`config.mk`:
```
export PLATFORM = sky130hd
export DESIGN_NAME = logic_gate_pipe
export DESIGN_NICKNAME = d
export VERILOG_FILES = /design/src/rtl/logic_gate_pipe.sv
export SDC_FILE = /design/constraint.sdc
export NUM_CORES = 1
export LEC_CHECK = 0
export BUFFER_PORTS_ARGS = -buffer_cell sky130_fd_sc_hd__buf_2
export CORE_UTILIZATION = 50
export CTS_CLUSTER_DIAMETER = 50
export CTS_CLUSTER_SIZE = 12
export DETAILED_ROUTE_END_ITERATION = 12
export PLACE_DENSITY = 0.84
export SETUP_SLACK_MARGIN = 0.05
export SLEW_MARGIN = 0
export SYNTH_ARGS = -nofsm -noshare
export SYNTH_HDL_FRONTEND = slang
export SYNTH_SLANG_ARGS = --single-unit
```
`constraint.sdc`:
```
create_clock -name clk -period 2.2 [get_ports clk]
set_input_delay 0.22 -clock clk [delete_from_list [all_inputs] [get_ports clk]]
set_output_delay 0.22 -clock clk [all_outputs]
set_load 0.01 [all_outputs]
```
`src/rtl/logic_gate_pipe.sv`:
```
// rtl/logic_gate_pipe.sv - registered N-input bitwise logic gate with built-in exhaustive sweep engine
//
// Purpose:
//   Bitwise logic gate across NIN operands of WIDTH bits. The operation is selectable
//   (NOR/OR/NAND/AND/XOR/XNOR) and the result travels through a valid-tagged pipeline.
//   A sweep engine can apply every one of the 2^NIN single-bit input combinations,
//   replicated across all WIDTH bits, through the same datapath. It counts how many
//   of those results have bit 0 set, giving a quick integration-level self-check.
//
// Parameters:
//   WIDTH     bits per operand
//   NIN       number of operands (2..8)
//
// Ports:
//   clk        in   single clock, rising edge
//   rst        in   synchronous active-high reset
//   op         in   3   000 NOR, 001 OR, 010 NAND, 011 AND, 100 XOR, 101 XNOR, 11x NOR
//   a          in   NIN*WIDTH operands, operand i = a[i*WIDTH +: WIDTH]
//   valid_in   in   operand set valid this cycle (dropped while busy)
//   y          out  WIDTH bitwise result, holds its value while valid_out = 0
//   valid_out  out  y valid
//   start      in   launch sweep (ignored while busy, wins over valid_in)
//   busy       out  sweep in progress (SWEEP or DRAIN)
//   done       out  one-cycle pulse when the sweep completes
//   ones_cnt   out  NIN+1 number of sweep results with bit 0 set
//
// Configuration:
//   LOGIC_GATE_PIPE_OUT_REG_EN  when defined, adds a second output register stage
//                               (latency 2 instead of 1); DRAIN waits one extra cycle.

module logic_gate_pipe #(
    parameter int WIDTH = 4,
    parameter int NIN   = 2
) (
    input  logic                 clk,
    input  logic                 rst,
    input  logic [2:0]           op,
    input  logic [NIN*WIDTH-1:0] a,
    input  logic                 valid_in,
    output logic [WIDTH-1:0]     y,
    output logic                 valid_out,
    input  logic                 start,
    output logic                 busy,
    output logic                 done,
    output logic [NIN:0]         ones_cnt
);

    typedef enum logic [1:0] {
        ST_IDLE  = 2'd0,
        ST_SWEEP = 2'd1,
        ST_DRAIN = 2'd2
    } state_t;

    state_t               state_q, state_d;
    logic [2:0]           op_hold_q, op_hold_d;
    logic [NIN-1:0]       pat_q, pat_d;
    logic [NIN:0]         ones_q, ones_d;
    logic                 done_q, done_d;

    // Pipeline injection point: either the external operand set or a sweep pattern.
    logic                 inj_valid;
    logic                 inj_tag;
    logic [2:0]           inj_op;
    logic [NIN*WIDTH-1:0] inj_a;
    logic [WIDTH-1:0]     inj_y;

    // Reductions across all operands, bit by bit.
    logic [WIDTH-1:0]     and_r;
    logic [WIDTH-1:0]     or_r;
    logic [WIDTH-1:0]     xor_r;

    // First pipeline stage.
    logic                 s1_valid_q;
    logic                 s1_tag_q;
    logic [WIDTH-1:0]     s1_y_q;

    // Final-stage view of the pipeline, plus whether a sweep result is still
    // sitting in a stage ahead of the final one.
    logic                 out_valid;
    logic                 out_tag;
    logic [WIDTH-1:0]     out_y;
    logic                 tag_inflight;

    // ------------------------------------------------------------------
    // Injection mux. In IDLE a coincident start claims the cycle, so the
    // operand set presented alongside it is dropped. Nothing external is
    // accepted while the sweep engine owns the pipeline.
    // ------------------------------------------------------------------
    always_comb begin
        inj_valid = 1'b0;
        inj_tag   = 1'b0;
        inj_op    = op;
        inj_a     = a;
        if (state_q == ST_SWEEP) begin
            inj_valid = 1'b1;
            inj_tag   = 1'b1;
            inj_op    = op_hold_q;
            for (int i = 0; i < NIN; i++) begin
                inj_a[i*WIDTH +: WIDTH] = {WIDTH{pat_q[i]}};
            end
        end else if (state_q == ST_IDLE) begin
            inj_valid = valid_in && !start;
        end
    end

    // ------------------------------------------------------------------
    // Gate datapath
    // ------------------------------------------------------------------
    always_comb begin
        and_r = '1;
        or_r  = '0;
        xor_r = '0;
        for (int i = 0; i < NIN; i++) begin
            and_r = and_r & inj_a[i*WIDTH +: WIDTH];
            or_r  = or_r  | inj_a[i*WIDTH +: WIDTH];
            xor_r = xor_r ^ inj_a[i*WIDTH +: WIDTH];
        end
        case (inj_op)
            3'b001:  inj_y = or_r;
            3'b010:  inj_y = ~and_r;
            3'b011:  inj_y = and_r;
            3'b100:  inj_y = xor_r;
            3'b101:  inj_y = ~xor_r;
            default: inj_y = ~or_r;     // 000 and the unused codes 110/111
        endcase
    end

    // ------------------------------------------------------------------
    // Stage 1. The data register only loads on a valid entry so the
    // result holds across bubbles.
    // ------------------------------------------------------------------
    always_ff @(posedge clk) begin
        if (rst) begin
            s1_valid_q <= 1'b0;
            s1_tag_q   <= 1'b0;
            s1_y_q     <= '0;
        end else begin
            s1_valid_q <= inj_valid;
            s1_tag_q   <= inj_valid & inj_tag;
            if (inj_valid) begin
                s1_y_q <= inj_y;
            end
        end
    end

`ifdef LOGIC_GATE_PIPE_OUT_REG_EN
    logic             s2_valid_q;
    logic             s2_tag_q;
    logic [WIDTH-1:0] s2_y_q;

    always_ff @(posedge clk) begin
        if (rst) begin
            s2_valid_q <= 1'b0;
            s2_tag_q   <= 1'b0;
            s2_y_q     <= '0;
        end else begin
            s2_valid_q <= s1_valid_q;
            s2_tag_q   <= s1_tag_q;
            if (s1_valid_q) begin
                s2_y_q <= s1_y_q;
            end
        end
    end

    assign out_valid    = s2_valid_q;
    assign out_tag      = s2_tag_q;
    assign out_y        = s2_y_q;
    assign tag_inflight = s1_tag_q;
`else
    assign out_valid    = s1_valid_q;
    assign out_tag      = s1_tag_q;
    assign out_y        = s1_y_q;
    assign tag_inflight = 1'b0;
`endif

    // ------------------------------------------------------------------
    // FSM: state register
    // ------------------------------------------------------------------
    always_ff @(posedge clk) begin
        if (rst) begin
            state_q   <= ST_IDLE;
            op_hold_q <= 3'b000;
            pat_q     <= '0;
            ones_q    <= '0;
            done_q    <= 1'b0;
        end else begin
            state_q   <= state_d;
            op_hold_q <= op_hold_d;
            pat_q     <= pat_d;
            ones_q    <= ones_d;
            done_q    <= done_d;
        end
    end

    // ------------------------------------------------------------------
    // FSM: next state. Sweep results are counted as they leave the final
    // stage. DRAIN ends on the edge where the last tagged result leaves,
    // so that edge also delivers the final count. done is registered so it
    // is seen in the first IDLE cycle.
    // ------------------------------------------------------------------
    always_comb begin
        state_d   = state_q;
        op_hold_d = op_hold_q;
        pat_d     = pat_q;
        ones_d    = ones_q;
        done_d    = 1'b0;

        if (out_valid && out_tag && out_y[0]) begin
            ones_d = ones_q + (NIN+1)'(1);
        end

        case (state_q)
            ST_IDLE: begin
                if (start) begin
                    state_d   = ST_SWEEP;
                    op_hold_d = op;
                    pat_d     = '0;
                    ones_d    = '0;
                end
            end
            ST_SWEEP: begin
                // Increment wraps to zero exactly as the last pattern is injected.
                pat_d = pat_q + NIN'(1);
                if (pat_q == '1) begin
                    state_d = ST_DRAIN;
                end
            end
            ST_DRAIN: begin
                if (!tag_inflight) begin
                    state_d = ST_IDLE;
                    done_d  = 1'b1;
                end
            end
            default: begin
                state_d = ST_IDLE;
            end
        endcase
    end

    // ------------------------------------------------------------------
    // FSM: outputs
    // ------------------------------------------------------------------
    always_comb begin
        busy      = (state_q != ST_IDLE);
        done      = done_q;
        ones_cnt  = ones_q;
        y         = out_y;
        valid_out = out_valid;
    end

endmodule

```
Yosys cells after proc, flatten, opt, wreduce, memory -nomap -nowiden

Cells that the tools add are included.

Register bits after elaboration: 17
Output and inout port bits: 10
Logic and storage cells: 52

Add/sub/neg operators: 2
Equal/unequal tests: 10
Mux-type cells: 15
Bitwise gates (word level): 7
Reduce and logical (&&, ||, !) cells: 10

Operators with widths:

| kind                                                            | count |
|---|---|
| 4-bit one-hot mux with 5 select lines                           | 1 |
| 3-bit 2-to-1 mux                                                | 4 |
| 4-bit inverter                                                  | 3 |
| 8-bit 2-to-1 mux                                                | 1 |
| 2-bit one-hot mux with 2 select lines                           | 2 |
| 3-bit by 2-bit == test with 1-bit output, second input constant | 2 |
| 3-bit == test, second input constant                            | 2 |
| 2-bit 2-to-1 mux                                                | 3 |
| 2-bit AND reduction                                             | 3 |
| 4-bit AND                                                       | 1 |
| 2-bit == test, second input constant                            | 2 |
| 1-bit 2-to-1 mux                                                | 4 |
| 4-bit bitwise OR                                                | 1 |
| 2-bit nonzero test                                              | 2 |
| 4-bit bitwise XOR                                               | 1 |
| 3-bit by 1-bit adder with 3-bit output, second input constant   | 1 |
| 3-bit by 1-bit == test with 1-bit output, second input constant | 1 |
| 1-bit logical AND                                               | 3 |
| 2-bit by 1-bit adder with 2-bit output, second input constant   | 1 |
| 2-bit by 1-bit == test with 1-bit output, second input constant | 1 |
| 2-bit logical NOT                                               | 1 |
| 2-bit by 1-bit != test with 1-bit output, second input constant | 1 |
| 2-bit != test, second input constant                            | 1 |
| 1-bit AND                                                       | 1 |
| 1-bit logical NOT                                               | 1 |

Logic depth before layout (Yosys ltp)

Depth after elaboration: 5
Gate-level depth with buffers: 11
Depth with buffers taken out: 10

Worst setup path after synthesis

No wires, ideal clock.

Path type: register to register
Start point: register state_q[1]
End point: register s1_y_q[0], in the netlist y[0]
Data arrival time: 1.964 ns
Required time: 2.120 ns
Slack: 0.157 ns
Stages on the path, launching flop included: 11
Path through: dfxtp_1 > nand2b_1 > buf_6 > clkbuf_1 > nand2_1 > nand2_1 > inv_1 > ha_1 > xor2_1 > o221a_1 > a211oi_2

Cells in the longest elaborated chain, start to end: 5

RTL lines:

| what                                     | RTL line      | text |
|---|---|---|
| start, declared                          | 54            | `state_t state_q, state_d;` |
| start signal, assigned                   | 187           | `state_q <= state_d;` |
| 2-bit by 1-bit == test with 1-bit output | 94            | `if (state_q == ST_SWEEP) begin` |
| 8-bit 2-to-1 mux                         | 94            |  |
| 4-bit bitwise OR (tied with other cells) | 115           | `or_r = or_r \| inj_a[i*WIDTH +: WIDTH];` |
| 4-bit inverter (on tied branches)        | 124, 120, 123 |  |
| 4-bit one-hot mux with 5 select lines    | 118           | `case (inj_op)` |
| end signal, assigned                     | 141           | `s1_y_q <= inj_y;` |
| end, declared                            | 75            | `logic [WIDTH-1:0] s1_y_q;` |

Several ways; a longest one is shown, not always the timed one.
A chain may end at the register's enable or synchronous reset.

Final worst setup path

Start point: register state_q[0]
End point: register s1_y_q[0], in the netlist y[0]

Same word-level chain as after synthesis.

==> flow_summary_export.csv <==
group,metric,value,unit
setup_path,cp.arrival,2200,ps
clock_network,cts_max_path_buffers,2,
global_routing,first_global_vias,910,
pwr,p_leak,0.632,nW
setup_path,reg2reg_slack,210,ps
die,rows,16,
logic_synthesis,asyncSetResetFlopFracSynth,0,
logic_synthesis,syn-mean-instance-area,8.33,um2
setup_path,r2r_start,"state_q[0]$_SDFFE_PP0P_",
cells_and_area,nets,182,
route,first_pass_iters,4,
placed_design,dp_cells,179,
setup_path,startpoint_type,"register",
worst_hold_path,hold_class,"in -> reg",
die,core_area,0.00200,mm2
outcome,status,"complete, no violations",
pwr,p_clk_frac,0.240,
pwr,combinationalPowerShare,0.270,
die,io_pins,25,
timing,rsz0062_at_grt,"false",
placed_design,dp_hpwl,1780,um
setup_path,r2r_end,"y[0]$_SDFFE_PP0P_",
logic_synthesis,syn_area,0.00108,mm2
pwr,seqPwrFrac,0.490,
route,routedWlPerCell,11.9,um
cells_and_area,area_growth,16.1,%
clock_network,cts_hold_buf,0,
placed_design,place_area,0.00123,mm2
global_routing,grt_overflow_total,0,
route,wl_met2,1150,um
timing,setup_violations,0,
timing,finalSetupTns,0,ps
timing,min_period_over_period,0.904,
clock_network,clock_sink_count,17,
cells_and_area,antenna_cells,0,
setup_path,required,2410,ps
route,detail-route-antenna-nets,0,
logic_synthesis,synthFlopType,"dfxtp_1",
timing,hold_viol,0,
clock_network,htree_levels,1,
clock_network,numCtsBuffers,3,
die,initial_core_util,0.541,
setup_path,crit_path_start,"state_q[0]$_SDFFE_PP0P_",
placed_design,io_buffer_count,24,
logic_synthesis,seq_area_frac_synth,0.314,
clock_network,cts_tree,"done",
logic_synthesis,ys_warn_count,0,
clock_network,root_buffer,"clkbuf_4",
route,drt_iter0_drc,30,
route,drt_wl_total,2190,um
job,cap_violations,0,
setup_path,endpoint_kind,"register",
global_routing,track_usage,0.206,
route,vias_per_cell,5.26,
route,wl_met1,936,um
route,vias,962,
setup_path,crit_fanout,6,
die,die_w,48.6,um
cells_and_area,final_layout_size_suffix_gt1_frac,0.224,
timing,period_needed,1990,ps
global_routing,grt_pass1_wl,3810,um
pwr,power.internal,0.000479,W
logic_synthesis,yosysUniqueCellTypes,29,
timing,skew,7.65,ps
die,die_area,0.00236,mm2
global_routing,grt_start_max_net_pins,12,
logic_synthesis,synth_edf_count,0,
logic_synthesis,synth_nets,155,
pwr,power.switching,0.000219,W
timing,max_freq,503,MHz
pwr,power.switching_fraction,0.314,
route,drc,0,
setup_path,critPathKind,"reg -> reg",
logic_synthesis,syn_inst,130,
cells_and_area,fin_cells,183,
placed_design,gp_congestion,0.766,
clock_network,worst_skew_pair.late_latency,290,ps
logic_synthesis,ys_ff_latch,17,
timing,worst_pin_slew,419,ps
timing,report.final.slew_viol_count,0,
clock_network,clk_pin_slew,100,ps
route,highest_layer,"met4",
cells_and_area,fin_area,0.00126,mm2
route,wl_met3,72,um
pwr,irDropWorstVdd,272,uV
pwr,power_density,555,mW/mm2
timing,relSlewSlack,0.719,
setup_path,r2r_cells,8,
global_routing,antenna_found_initial,0,
setup_path,cp-endpoint,"y[0]$_SDFFE_PP0P_",
cells_and_area,utilization,0.628,
die,die_y,48.6,um
## worst max-delay path: stages, from the launching register on
cell and delay (ps):
dfxtp_2 390, inv_1 60, nor2_1 160, and2_1 230, a21oi_1 90, ha_1 320
xor2_1 160, o221a_1 270, a211oi_2 220
## power groups by stage
stage                     registers [W]  logic, W  clock network (W)
after floorplan                0.000350  0.000133                  0
after global routing           0.000345  0.000211           0.000184
final                          0.000342  0.000188           0.000167
after CTS                      0.000341  0.000188           0.000166
after detailed placement       0.000348  0.000187                  0
after global placement         0.000346  0.000180                  0
## state kept, by name, summed over array words and instances (netlist names)
name and count:
pat_q 2, done 1, op_hold_q 3, state_q 2, valid_out 1, out_tag 1
ones_cnt 3, y 4
## synthesized netlist by cell type, drive strengths merged, types with 3 or more instances
cell,count,area [um2]
a211oi,3,27.5
a21oi,7,35.0
dfxtp,17,340
ha,10,125
inv,13,48.8
mux2i,6,72.6
nand2,16,60.1
nor2,13,48.8
nor3b,5,37.5
o21a,3,22.5
o21ai,4,20.0
o221ai,3,26.3
xnor2,4,35.0
xor2,7,61.3
## metrics by stage
step           total power [W]  hold WS (ps)  setup slack [ps]
3_5_place_dp          0.000535           453               155
6_report              0.000697           233               211
2_1_floorplan         0.000482           325               157
3_3_place_gp          0.000526           440               257
4_1_cts               0.000695           246               140
5_1_grt               0.000739           248              80.7
## per-layer routing
metal	vias up	track usage
li1	490	-
met1	440	0.224
met3	4	0.0283
met5	-	0
met4	0	0.0931
met2	28	0.392
## logic make-up after synthesis
group	share of synthesized area
simple gates	0.195
compound gates	0.157
flops	0.314
buf+inv	0.0624
xor+xnor	0.0889
fa+ha+maj	0.115
mux	0.0670
## layout make-up
| class | count | area [um2] |
|---|---|---|
| clock buffers | 3 | 22.5 |
| multi-input cells | 97 | 678 |
| repair buffers | 25 | 128 |
| inverters | 13 | 48.8 |
| clock inverters | 1 | 5.00 |
| flip-flops and latches | 17 | 342 |
| fillers | 181 | 744 |
| well taps | 27 | 33.8 |
## timing repair
item / 4_1_cts / 5_1_grt
endpoints found under the setup margin: 0 / 1
gates resized for setup: 0 / 2
setup buffers: 0 / 0
## placed cells by master (no fill, tap or decap), types with 2 or more instances in the layout
| cell | netlist | routed |
|---|---|---|
| buf_2 | 0 | 24 |
| ha_1 | 10 | 10 |
| dfxtp_1 | 17 | 16 |
| nand2_1 | 16 | 16 |
| a21oi_1 | 7 | 7 |
| clkbuf_4 | 0 | 3 |
| inv_1 | 13 | 13 |
| or2_2 | 2 | 2 |
| nor3_1 | 2 | 2 |
| o221ai_1 | 3 | 3 |
| nor2_1 | 13 | 13 |
| xor2_1 | 7 | 7 |
| mux2i_1 | 5 | 5 |
| o21ai_0 | 4 | 4 |
| and2_1 | 2 | 2 |
| nor3b_1 | 5 | 5 |
| a211oi_1 | 2 | 2 |
| o21a_1 | 3 | 3 |
| xnor2_1 | 4 | 4 |
| a31oi_1 | 2 | 2 |
## worst min-delay path by stage
| stage | start | depth (start not counted) | slack [ps] | to |
|---|---|---|---|---|
| final | rst | 2 | 230 | op_hold_q[1]$_SDFFE_PP0P_ |
| after global placement | y[2]$_SDFFE_PP0P_ | 2 | 440 | y[2]$_SDFFE_PP0P_ |
| after global routing | rst | 2 | 250 | op_hold_q[2]$_SDFFE_PP0P_ |
| after detailed placement | y[2]$_SDFFE_PP0P_ | 2 | 450 | y[2]$_SDFFE_PP0P_ |
| after floorplan | rst | 1 | 330 | valid_out$_SDFF_PP0_ |
| after CTS | rst | 2 | 250 | op_hold_q[2]$_SDFFE_PP0P_ |
Note: power is estimated with default switching activity, not from simulation.
